==> src/rtl/display_pkg.sv <==
// Shared types and constants for the display scheduler: FSM states, source codes, display word.
package display_pkg;

  localparam int unsigned HEX_W = 8;
  localparam int unsigned SPR_W = 7;

  typedef enum logic [1:0] {
    IDLE      = 2'd0,
    SHOW_INFO = 2'd1,
    SHOW_ERR  = 2'd2
  } disp_state_t;

  localparam logic [1:0] SRC_LIVE = 2'd0;
  localparam logic [1:0] SRC_INFO = 2'd1;
  localparam logic [1:0] SRC_ERR  = 2'd2;

  typedef struct packed {
    logic [HEX_W-1:0] hex;
    logic [SPR_W-1:0] spr;
  } disp_word_t;

endpackage

==> src/rtl/hold_timer.sv <==
// Loadable down-counter that stops at zero; zero flags an expired count.
module hold_timer #(
  parameter int unsigned MAX_COUNT = 1,
  localparam int unsigned W = $clog2(MAX_COUNT + 1)
) (
  input  logic         slow_clock,
  input  logic         RESET,
  input  logic         load,
  input  logic [W-1:0] load_value,
  input  logic         enable,
  output logic         zero
);

  logic [W-1:0] count_q, count_d;

  always_comb begin
    count_d = count_q;
    if (load) begin
      count_d = load_value;
    end else if (enable && (count_q != '0)) begin
      count_d = count_q - W'(1);
    end
  end

  always_ff @(posedge slow_clock) begin
    if (RESET) count_q <= '0;
    else       count_q <= count_d;
  end

  assign zero = (count_q == '0);

endmodule

==> src/rtl/display_scheduler.sv <==
// Time-shares the 7-segment display between the live readout, info and error messages.
// DISPLAY_BLINK_EN: when defined, error messages blink against the live value.
module display_scheduler
  import display_pkg::*;
#(
  parameter int unsigned HOLD_TICKS  = 2000,
  parameter int unsigned BLINK_TICKS = 250
) (
  input  logic             slow_clock,
  input  logic             RESET,
  input  logic [HEX_W-1:0] live_hex,
  input  logic [SPR_W-1:0] live_spr,
  input  logic             err_req,
  input  logic [HEX_W-1:0] err_hex,
  input  logic [SPR_W-1:0] err_spr,
  output logic             err_ack,
  input  logic             info_req,
  input  logic [HEX_W-1:0] info_hex,
  input  logic [SPR_W-1:0] info_spr,
  output logic             info_ack,
  output logic [HEX_W-1:0] disp_hex,
  output logic [SPR_W-1:0] disp_spr,
  output logic             busy,
  output logic [1:0]       src
);

  localparam int unsigned HOLD_W = $clog2(HOLD_TICKS + 1);
  localparam logic [HOLD_W-1:0] HOLD_LOAD = HOLD_W'(HOLD_TICKS - 1);

  if (HOLD_TICKS < 1 || BLINK_TICKS < 1) begin : g_bad_param
    $error("display_scheduler: HOLD_TICKS and BLINK_TICKS must be >= 1");
  end

  disp_state_t state_q, state_d;
  disp_word_t  disp_q, disp_d;
  logic        err_ack_q, err_ack_d;
  logic        info_ack_q, info_ack_d;
  logic        busy_q, busy_d;
  logic [1:0]  src_q, src_d;
  logic        hold_load, hold_en, hold_zero;
  logic        accept_err;

  hold_timer #(.MAX_COUNT(HOLD_TICKS)) u_hold (
    .slow_clock (slow_clock),
    .RESET      (RESET),
    .load       (hold_load),
    .load_value (HOLD_LOAD),
    .enable     (hold_en),
    .zero       (hold_zero)
  );

`ifdef DISPLAY_BLINK_EN
  localparam int unsigned BLINK_W = $clog2(BLINK_TICKS + 1);
  localparam logic [BLINK_W-1:0] BLINK_LOAD = BLINK_W'(BLINK_TICKS - 1);

  logic       blink_load, blink_en, blink_zero;
  logic       phase_q, phase_d;
  disp_word_t err_word_q, err_word_d;

  hold_timer #(.MAX_COUNT(BLINK_TICKS)) u_blink (
    .slow_clock (slow_clock),
    .RESET      (RESET),
    .load       (blink_load),
    .load_value (BLINK_LOAD),
    .enable     (blink_en),
    .zero       (blink_zero)
  );
`endif

  // Next-state and output decode; an accepted error always reloads the hold timer.
  always_comb begin
    state_d    = state_q;
    disp_d     = '{hex: live_hex, spr: live_spr};
    err_ack_d  = 1'b0;
    info_ack_d = 1'b0;
    busy_d     = 1'b0;
    src_d      = SRC_LIVE;
    hold_load  = 1'b0;
    hold_en    = 1'b0;
    accept_err = 1'b0;
`ifdef DISPLAY_BLINK_EN
    blink_load = 1'b0;
    blink_en   = 1'b0;
    phase_d    = phase_q;
    err_word_d = err_word_q;
`endif

    unique case (state_q)
      IDLE: begin
        if (err_req) begin
          accept_err = 1'b1;
        end else if (info_req) begin
          state_d    = SHOW_INFO;
          disp_d     = '{hex: info_hex, spr: info_spr};
          info_ack_d = 1'b1;
          busy_d     = 1'b1;
          src_d      = SRC_INFO;
          hold_load  = 1'b1;
        end
      end
      SHOW_INFO: begin
        if (err_req) begin
          accept_err = 1'b1;
        end else if (!hold_zero) begin
          hold_en = 1'b1;
          disp_d  = disp_q;
          busy_d  = 1'b1;
          src_d   = SRC_INFO;
        end else begin
          state_d = IDLE;
        end
      end
      SHOW_ERR: begin
        if (!hold_zero) begin
          hold_en = 1'b1;
          busy_d  = 1'b1;
          src_d   = SRC_ERR;
`ifdef DISPLAY_BLINK_EN
          blink_en   = 1'b1;
          blink_load = blink_zero;
          phase_d    = blink_zero ? ~phase_q : phase_q;
          if (!phase_d) disp_d = err_word_q;
`else
          disp_d = disp_q;
`endif
        end else begin
          state_d = IDLE;
        end
      end
      default: state_d = IDLE;
    endcase

    if (accept_err) begin
      state_d   = SHOW_ERR;
      disp_d    = '{hex: err_hex, spr: err_spr};
      err_ack_d = 1'b1;
      busy_d    = 1'b1;
      src_d     = SRC_ERR;
      hold_load = 1'b1;
`ifdef DISPLAY_BLINK_EN
      blink_load = 1'b1;
      phase_d    = 1'b0;
      err_word_d = '{hex: err_hex, spr: err_spr};
`endif
    end
  end

  always_ff @(posedge slow_clock) begin
    if (RESET) begin
      state_q    <= IDLE;
      disp_q     <= '0;
      err_ack_q  <= 1'b0;
      info_ack_q <= 1'b0;
      busy_q     <= 1'b0;
      src_q      <= SRC_LIVE;
    end else begin
      state_q    <= state_d;
      disp_q     <= disp_d;
      err_ack_q  <= err_ack_d;
      info_ack_q <= info_ack_d;
      busy_q     <= busy_d;
      src_q      <= src_d;
    end
  end

`ifdef DISPLAY_BLINK_EN
  always_ff @(posedge slow_clock) begin
    if (RESET) begin
      phase_q    <= 1'b0;
      err_word_q <= '0;
    end else begin
      phase_q    <= phase_d;
      err_word_q <= err_word_d;
    end
  end
`endif

  assign disp_hex = disp_q.hex;
  assign disp_spr = disp_q.spr;
  assign err_ack  = err_ack_q;
  assign info_ack = info_ack_q;
  assign busy     = busy_q;
  assign src      = src_q;

endmodule

==> config.mk <==
export PLATFORM = sky130hd
export DESIGN_NAME = display_scheduler
export DESIGN_NICKNAME = d
export VERILOG_FILES = /design/src/rtl/display_pkg.sv /design/src/rtl/hold_timer.sv /design/src/rtl/display_scheduler.sv
export SDC_FILE = /design/constraint.sdc
export NUM_CORES = 1
export LEC_CHECK = 0
export CAP_MARGIN = 30
export CORE_ASPECT_RATIO = 0.9
export CORE_UTILIZATION = 35
export CTS_CLUSTER_DIAMETER = 100
export DETAILED_ROUTE_END_ITERATION = 12
export GPL_ROUTABILITY_DRIVEN = 0
export PLACE_DENSITY = 0.7
export SETUP_SLACK_MARGIN = 0.02
export SLEW_MARGIN = 25
export SYNTH_ARGS = -nofsm -noshare
export SYNTH_HDL_FRONTEND = slang
export SYNTH_SLANG_ARGS = --single-unit
==> constraint.sdc <==
create_clock -name slow_clock -period 1.8 [get_ports slow_clock]
set_input_delay 0.36 -clock slow_clock [delete_from_list [all_inputs] [get_ports slow_clock]]
set_output_delay 0.36 -clock slow_clock [all_outputs]
set_load 0.02 [all_outputs]
==> impl_results.md <==
* Status: finished, violations left
* Failing checks: negative setup slack
* Synth Net Count at 223
* Placed Area at 2690 sq um
* Final total power at 2.56 mW
* RSZ-0062 raised after global routing: true
* Sequential share of the synthesized area at 39.5%
* F_max at 541 MHz
* Worst slew pin tran at 425 ps
* Seq cells post-synth at 33
* Post-synth cell types at 48
* Tcrit/Tclk final at 103%
* Wire per inst at 15.7 um
* GRT Overall Usage at 21.0%
* Pwr/cell area at 852 nW/um^2
* Initial antenna violation count at 0
* Post-route ant nets at 0
* Via-per-instance ratio at 5.32
* First-pass GRT wire length at 7850 um
* Hold Crit Class: reg -> reg
* Fillers at 374
* Vias at 1847
* Async SR Flop Fraction at 0%
* Worst R2R Setup Slack at -50 ps
* CTS tree: yes
* DR DRC count at 0
* # setup viols final at 12
* Largest net degree at the start of global routing at 17
* Starting DRT DRC Count at 56
* Avg Cell Area, Syn at 9.89 sq um
* Final slew viol count at 0
* Synthesized instance count at 169
* Rel. slew slack at 70.9%
* CTS buffer count at 5
* Rows at 23
* CP Data Required Time at 2040 ps
* Final core utilization at 66.5%
* Detailed Place HPWL at 3830 um
* H-tree Lvls at 2
* Initial Util at 37.0%
* Diode count at 0
* Core Box Area at 4520 sq um
* Final worst slack at -47.7 ps
* Final nets at 338
* Final instance area at 3010 sq um
* DRT Pass-1 Iters at 4
* Worst-path clk slew at 80 ps
* Fin cells at 347
* Synth Cell Area at 1670 sq um
* Max clock buf depth at 2
* CP endpoint kind: flip-flop
* VDD IR max at 0.000540 V
* Input/output buffers at 68
* Top cells by area in the synthesized netlist: dfxtp_1 40%, a22o_1 7.9%, a221o_1 6.0%
* Area share of the largest cell type after synthesis at 39.5%
* Leakage power at 1.18 nW
* Reg2reg end: disp_spr[6]
* Post-synth top area cell: dfxtp_1
* Setup CP Type: reg -> reg
* Clock Latency Late Sink at 290 ps
* Tmin final at 1850 ps
* Post-Place Cells at 328
* Layout cells sized above 1 at 32.6%
* Global route total overflow at 0
* Max Cap Violations at 0
* Fin Hold WS at 484 ps
* Max FO, Critical Path at 7
* Layout area overhead at 79.8%
* Routed Wire Length at 5440 um
* Number of synthesized flops with an enable pin at 0
* Chip height at 67.6 um
* Critical path launch point type: flip-flop
* Chip width at 74.8 um
* R2r startpoint: u_hold.count_q[0]
* Worst r2r path cells at 8
* Hold-critical path depth at 2
* Die Area at 5060 sq um
* I/O Pins at 69
* Critical path capture point: disp_spr[6]
* Crit. Startpoint: u_hold.count_q[0]
* Main synth FF type: dfxtp_1
* Final Hold Vio Count at 0
* Number of global-route vias before repair at 1634
* Clock root cell: clkbuf_8
* Yosys Warn Count at 0
* Clock sink count at 33
* Critical Path AT at 2080 ps
* Clk_skew at 6.75 ps
[flip-flops by register name (all words and copies together), names as in the netlist]
name            flops
err_ack             1
disp_spr            7
busy                1
state_q             2
u_hold.count_q     11
disp_hex            8
src                 2
info_ack            1
[area by class of cell]
| cell class | count | area, sq um | share of cell area [%] |
|---|---|---|---|
| repair buffers | 118 | 1110 | 36.9 |
| multi-input cells | 117 | 1030 | 34.2 |
| flip-flops and latches | 33 | 668 | 22.2 |
| well taps | 62 | 77.6 | 2.58 |
| clock buffers | 5 | 68.8 | 2.29 |
| inverters | 9 | 36.3 | 1.21 |
| clock inverters | 3 | 17.5 | 0.583 |
[critical path, cell delays in order, from the launching register on]
cell,delay (ps)
dfxtp_2,330
inv_2,70
ha_4,130
nor3b_4,230
buf_4,160
o2111ai_4,110
a311oi_4,370
clkbuf_16,230
a221o_1,150
[placed cells by master (no fill, tap or decap), drive strengths merged, types with 2 or more instances in the layout]
| cell type | n |
|---|---|
| a211oi | 2 |
| a21oi | 5 |
| a221o | 15 |
| a22o | 15 |
| a311oi | 2 |
| a31oi | 7 |
| and2 | 2 |
| buf | 49 |
| clkbuf | 6 |
| clkdlybuf4s50 | 68 |
| clkinv | 2 |
| dfxtp | 33 |
| ha | 5 |
| inv | 9 |
| nand2 | 7 |
| nand3 | 5 |
| nor2 | 7 |
| nor3 | 4 |
| nor4 | 2 |
| o2111ai | 2 |
| o21ai | 5 |
| o22ai | 2 |
| o31ai | 7 |
| or3 | 2 |
| or4 | 6 |
[synth_stat cells, types with 6 or more instances]
cell type	number
nor2_1	7
a221o_1	10
a31oi_1	7
or4_1	6
o31ai_1	7
a22o_1	15
inv_1	8
nand2_1	7
dfxtp_1	33
[routing by layer]
layer  part of all wire (%)  vias to the layer above  GRT usage [%]
li1                       -                      906              -
met1                     46                      877           28.1
met2                     46                       51           31.4
met3                    5.2                       13           6.42
met4                    2.4                        0           8.02
met5                      0                        -              0
[power breakdown]
| group | switching [mW] | total (mW) | internal [mW] |
|---|---|---|---|
| Sequential | 0.0728 | 0.917 | 0.844 |
| Clock | 0.300 | 0.567 | 0.267 |
| Combinational | 0.480 | 1.08 | 0.598 |
[cells by family after synthesis]
family / count (synthesis) / synth area share [%]
flops: 33 / 39.5
buf+inv: 19 / 5.31
compound gates: 68 / 34.1
fa+ha+maj: 5 / 3.74
simple gates: 44 / 17.4
[timing repair]
item / in CTS / in global routing
pin swaps: 3 / 12
endpoints found under the setup margin: 21 / 24
gates cloned: 0 / 1
hold endpoints to repair: 0 / 0
hold buffers: 0 / 0
setup buffers: 2 / 8
gates resized for setup: 6 / 17
[per-stage QoR]
stage / TNS, ps / setup slack (ps)
3_3_place_gp: -7280 / -411
2_1_floorplan: 0 / 24.0
3_5_place_dp: -7360 / -412
5_1_grt: -1370 / -118
6_report: -220 / -47.7
4_1_cts: 0 / 17.6
[worst min-delay path by stage]
stage | startpoint | to | slack, ps
6_report | u_hold.count_q[10] | u_hold.count_q[10] | 480
4_1_cts | u_hold.count_q[10] | u_hold.count_q[10] | 490
2_1_floorplan | err_req | info_ack | 440
3_3_place_gp | u_hold.count_q[10] | u_hold.count_q[10] | 470
5_1_grt | u_hold.count_q[10] | u_hold.count_q[10] | 500
3_5_place_dp | disp_spr[0] | disp_spr[0] | 470
Power figures use the tool's default switching activity.
